`src/rtl/rv_mem_arbiter.sv`:
```
// Two-master arbiter sharing one external memory port between instruction fetch and the data stage.
// Runs one registered bus transaction at a time and forces an error completion on a silent bus.
module rv_mem_arbiter #(
    parameter int unsigned TIMEOUT = 255,
    parameter int unsigned TO_W    = 8
) (
    input  logic        i_clk,
    input  logic        i_reset_n,

    input  logic        i_ibus_req,
    input  logic [29:0] i_ibus_addr,
    output logic        o_ibus_ack,
    output logic        o_ibus_err,

    input  logic        i_dbus_req,
    input  logic        i_dbus_we,
    input  logic [31:0] i_dbus_addr,
    input  logic [3:0]  i_dbus_sel,
    input  logic [31:0] i_dbus_wdata,
    output logic        o_dbus_ack,
    output logic        o_dbus_err,

    output logic [31:0] o_rdata,

    output logic        o_bus_req,
    output logic        o_bus_we,
    output logic [29:0] o_bus_addr,
    output logic [3:0]  o_bus_sel,
    output logic [31:0] o_bus_wdata,
    input  logic        i_bus_ack,
    input  logic [31:0] i_bus_rdata
);

    typedef enum logic [1:0] {
        S_IDLE,
        S_IBUS,
        S_DBUS
    } state_t;

    localparam logic [TO_W-1:0] TO_LIMIT = TO_W'(TIMEOUT);

    state_t          state;
    state_t          last;
    logic [TO_W-1:0] to_cnt;

    logic busy;
    logic timeout_hit;
    logic done;
    logic grant_dbus;

    // Byte offset is meaningless on a word-addressed bus.
    logic unused_addr_lsb;
    assign unused_addr_lsb = ^i_dbus_addr[1:0];

    assign busy        = (state != S_IDLE);
    assign timeout_hit = (TIMEOUT != 0) && busy && (to_cnt == TO_LIMIT);
    assign done        = busy && (i_bus_ack || timeout_hit);

    // With both requesters pending, the one that did not win last time goes next.
    assign grant_dbus  = i_dbus_req && (!i_ibus_req || (last == S_IBUS));

    // NOTE: every output gets a default first so this block cannot infer a latch.
    always_comb begin
        o_ibus_ack = 1'b0;
        o_ibus_err = 1'b0;
        o_dbus_ack = 1'b0;
        o_dbus_err = 1'b0;
        o_rdata    = '0;
        if (state == S_IBUS) begin
            o_ibus_ack = done;
            o_ibus_err = timeout_hit && !i_bus_ack;
        end
        if (state == S_DBUS) begin
            o_dbus_ack = done;
            o_dbus_err = timeout_hit && !i_bus_ack;
        end
        if (busy && i_bus_ack) begin
            o_rdata = i_bus_rdata;
        end
    end

    // NOTE: state is updated with non-blocking assignments so every register samples pre-edge values.
    always_ff @(posedge i_clk or negedge i_reset_n) begin
        if (!i_reset_n) begin
            state       <= S_IDLE;
            last        <= S_IBUS;
            to_cnt      <= '0;
            o_bus_req   <= 1'b0;
            o_bus_we    <= 1'b0;
            o_bus_addr  <= '0;
            o_bus_sel   <= '0;
            o_bus_wdata <= '0;
        end else begin
            case (state)
                S_IDLE: begin
                    to_cnt <= '0;
                    if (i_ibus_req || i_dbus_req) begin
                        o_bus_req <= 1'b1;
                        if (grant_dbus) begin
                            state       <= S_DBUS;
                            last        <= S_DBUS;
                            o_bus_we    <= i_dbus_we;
                            o_bus_addr  <= i_dbus_addr[31:2];
                            o_bus_sel   <= i_dbus_sel;
                            o_bus_wdata <= i_dbus_wdata;
                        end else begin
                            // Fetches leave the write-data register untouched.
                            state      <= S_IBUS;
                            last       <= S_IBUS;
                            o_bus_we   <= 1'b0;
                            o_bus_addr <= i_ibus_addr;
                            o_bus_sel  <= 4'b1111;
                        end
                    end
                end
                default: begin
                    if (done) begin
                        state     <= S_IDLE;
                        o_bus_req <= 1'b0;
                        to_cnt    <= '0;
                    end else begin
                        to_cnt <= to_cnt + 1'b1;
                    end
                end
            endcase
        end
    end

endmodule
```
`config.mk`:
```
export PLATFORM = sky130hd
export DESIGN_NAME = rv_mem_arbiter
export DESIGN_NICKNAME = d
export VERILOG_FILES = /design/src/rtl/rv_mem_arbiter.sv
export SDC_FILE = /design/constraint.sdc
export NUM_CORES = 1
export LEC_CHECK = 0
export ABC_CLOCK_PERIOD_IN_PS = 2100
export CAP_MARGIN = 0
export CORE_MARGIN = 3
export CORE_UTILIZATION = 38
export DETAILED_ROUTE_END_ITERATION = 12
export PLACE_DENSITY = 0.83
export SKIP_LAST_GASP = 1
export SYNTH_ARGS = -nofsm -noshare
export SYNTH_HDL_FRONTEND = slang
export SYNTH_SLANG_ARGS = --single-unit
```
`constraint.sdc`:
```
create_clock -name i_clk -period 2.1 [get_ports i_clk]
set_input_delay 0.63 -clock i_clk [delete_from_list [all_inputs] [get_ports i_clk]]
set_output_delay 0.63 -clock i_clk [all_outputs]
set_load 0.02 [all_outputs]
```
==> impl_metrics.csv <==
group,metric,value,unit
status,result_of_the_run,"complete, but fails checks",
status,failed_checks,"negative setup slack",
critical_path,rrSetupSlack,0.30,ns
die,total_die_area,11690,sq um
job,drv_cap,0,
critical_path,crit_chain,"or2_4 -> and3_1 -> clkdlybuf4s15_2",
critical_path,setup.worst_path.class,"flop to output port",
global_route,vias_in_the_first_global_route,4343,
finish,filler_cell_count,734,
placement,dp_hpwl,10260,um
die,dieHeight,108.1,um
synthesis,asyncSetResetFlopFracSynth,100.0,%
die,die_w,108.1,um
critical_path,crit-reg2reg-launch,"to_cnt[0]",
global_route,grt_antenna_before_repair,0,
clock_network,insertion_delay,0.34,ns
power_and_ir_drop,p_per_area,1335,nW/um^2
synthesis,yosysWarnings,0,
placement,place.gp.congestion,0.8112,
clock_network,cts.root.buffer_cell,"sky130_fd_sc_hd__clkbuf_8",
placement,io_buffers,237,
synthesis,syn_area,3964,sq um
critical_path,kind_of_end_point_of_the_critical_path,"output port",
synthesis,synth-seq-cells,80,
power_and_ir_drop,power.static_leakage,2.935,nW
sta,total_of_endpoints_with_negative_setup_slack_in_the_final_report,33,
global_route,grt_first_pass_wirelength,22160,um
critical_path,critical_path_required,1.47,ns
routing,drt_iter0_markers,211,
clock_network,clk_path_buf_depth,2,
die,starting_density,39.82,%
synthesis,postSynthCellCount,370,
critical_path,worstSetupStartpointType,"flop",
finish,drive_gt1_share,22.71,%
finish,layout-area-overhead-vs-synth,77.94,%
placement,dpl_worst_slack,-0.6695,ns
die,io-pin-count,240,
global_route,track_usage,23.81,%
routing,detailroute.via_count,4285,
synthesis,synth_area_per_cell,10.71,sq um
sta,final_critical_path_setup_slack,-0.1070,ns
global_route,grt.overflow.total,0,
critical_path,worst_r2r_endpoint,"to_cnt[7]",
routing,wire_per_inst,19.28,um
critical_path,reg2regPathDepth,5,
clock_network,cts_sinks,80,
critical_path,timing.critical_path.buf_inv,1,
critical_path,crit_slowest_cell,"sky130_fd_sc_hd__dfrtp_1",
die,core_region_area,9955,sq um
critical_path,cpLargestDelayFamily,"simple AND/OR/NAND/NOR gates",
clock_network,cts_made_buffers,9,
sta,period_minus_slack,2.207,ns
critical_path,critPathMaxFanout,17,
min_path,holdCritPathClass,"input port to asynchronous set/reset pin",
routing,route.final.wire_length,14540,um
sta,headroom_to_the_max_slew_limit,52.04,%
sta,maxClockFrequency,0.4531,GHz
synthesis,synth.yosys.seq_area_share,50.54,%
sta,hold_viol,0,
sta,rsz0062_at_grt,"yes",
synthesis,post_synth_edffs,0,
sta,skew,0.009337,ns
clock_network,tritoncts,"built",
synthesis,ys_dominant_reg_cell,"sky130_fd_sc_hd__dfrtp_1",
power_and_ir_drop,ir_worst_vdd,746.0,uV
critical_path,arrival,1.58,ns
sta,maxSlewViolCount,0,
finish,final_net_count,754,
finish,num_antenna_cells,0,
clock_network,cts.reportedPaths.clkPinSlew,0.09,ns
placement,dpl-instance-area,6648,sq um
finish,multiInputGateArea,1847,sq um
routing,vias_per_cell,5.683,
clock_network,cts.hold.buffers_added,0,
sta,final_min_period_over_clock_period,105.1,%
routing,firstDrtPassIters,5,
finish,sequential_cell_area,2004,sq um
routing,ant_nets,0,
sta,tightest_slew,0.7101,ns
routing,drt_drc_violations_left,0,
global_route,grt_start_max_net_pins,61,
critical_path,worst_path_largest_cell_delay,0.43,ns
finish,post_route_standard_cell_area_excluding_fillers,7053,sq um
clock_network,htreeDepth,3,
synthesis,synthesis.nets,507,
synthesis,synth.distinct_cells,37,
die,core.rowCount,36,
[power breakdown]
group          total (mW)  switching (mW)  internal (mW)
Sequential           2.64           0.384           2.26
Clock                1.38           0.582          0.795
Combinational        5.39            2.85           2.55
[cells by family after synthesis]
logic type / share of synthesized area, %
AO/OA/AOI/OAI: 21.24
XOR/XNOR: 0.6630
adder cells (fa/ha/maj): 0.3156
buffers and inverters: 4.829
flip-flops: 50.54
multiplexers: 9.091
AND/OR/NAND/NOR: 13.32
[worst max-delay path by stage]
| stage | startpoint | end | cells after the start | slack, ns |
|---|---|---|---|---|
| 6_report | state[1] | o_rdata[18] | 3 | -0.11 |
| 5_1_grt | state[1] | o_rdata[18] | 3 | -0.17 |
| 4_1_cts | state[1] | o_rdata[7] | 3 | -0.1 |
| 3_5_place_dp | i_bus_ack | o_ibus_ack | 5 | -0.67 |
| 3_3_place_gp | i_bus_ack | o_ibus_ack | 5 | -0.66 |
| 2_1_floorplan | i_bus_ack | o_dbus_err | 3 | -0.006 |
[per-layer routing]
metal,GRT usage (%),vias to the layer above,wire length [um]
li1,-,1931,-
met1,26.99,2095,5322
met2,43.12,235,7621
met3,6.328,24,1318
met4,8.296,0,273
met5,0,-,0
[Yosys cell counts (all sizes together), types with 2 or more instances]
cell,number,share of area [%]
nor3,2,0.25
o2111ai,60,13
nand2,4,0.38
nand2b,4,0.63
xor2,2,0.44
dfrtp,79,50
clkbuf,38,3.6
or3,3,0.47
o22a,4,0.88
nand3,35,4.4
o21ai,37,4.7
and3,33,5.2
a21oi,3,0.38
buf,5,0.85
inv,4,0.38
nor2,9,1.2
mux2,32,9.1
[repair_timing]
item | 4_1_cts | 5_1_grt
setup endpoints to repair | 36 | 36
cloned | 1 | 1
gates resized for setup | 138 | 7
pin swaps | 3 | 1
buffers inserted | 2 | 3
[layout make-up]
| class | count | share of cell area [%] |
|---|---|---|
| timing repair buffer | 278 | 39.44 |
| multi-input combinational | 244 | 26.18 |
| inverter | 4 | 0.2129 |
| sequential | 80 | 28.42 |
| tap | 133 | 2.359 |
| clock buffer | 9 | 1.756 |
| clock inverter | 6 | 1.632 |
[registers in the layout, indices dropped and copies added, names as in the netlist]
| signal | cells |
|---|---|
| o_bus_sel | 4 |
| to_cnt | 8 |
| o_bus_wdata | 32 |
| state | 2 |
| o_bus_addr | 30 |
| o_bus_we | 1 |
| last | 2 |
| o_bus_req | 1 |
[placed cells by master, fill, tap and decap left out, types with 4 or more instances in the layout]
| master | count |
|---|---|
| sky130_fd_sc_hd__nand3_1 | 34 |
| sky130_fd_sc_hd__clkdlybuf4s15_2 | 29 |
| sky130_fd_sc_hd__o22a_1 | 4 |
| sky130_fd_sc_hd__mux2_2 | 29 |
| sky130_fd_sc_hd__clkbuf_8 | 9 |
| sky130_fd_sc_hd__clkdlybuf4s50_1 | 197 |
| sky130_fd_sc_hd__and3_1 | 33 |
| sky130_fd_sc_hd__nor2_1 | 6 |
| sky130_fd_sc_hd__buf_6 | 4 |
| sky130_fd_sc_hd__nand2_1 | 4 |
| sky130_fd_sc_hd__inv_1 | 4 |
| sky130_fd_sc_hd__dfrtp_1 | 78 |
| sky130_fd_sc_hd__o2111ai_1 | 60 |
| sky130_fd_sc_hd__buf_4 | 37 |
| sky130_fd_sc_hd__buf_12 | 5 |
| sky130_fd_sc_hd__o21ai_0 | 37 |
[through the flow]
| stage | power (mW) | TNS (ns) | cells | hold WS (ns) | util, % |
|---|---|---|---|---|---|
| floorplan | 5.359 | -0.01245 | 370 | 0.3344 | - |
| global placement | 7.711 | -22.69 | 732 | 0.4724 | 66.78 |
| detailed placement | 7.870 | -22.95 | 732 | 0.4766 | 66.78 |
| CTS | 9.303 | -2.401 | 750 | 0.1648 | 70.24 |
| global route | 9.933 | -4.608 | 754 | 0.1759 | 70.85 |
| finish | 9.415 | -2.706 | 754 | 0.1795 | 70.85 |
Power figures use the tool's default switching activity.
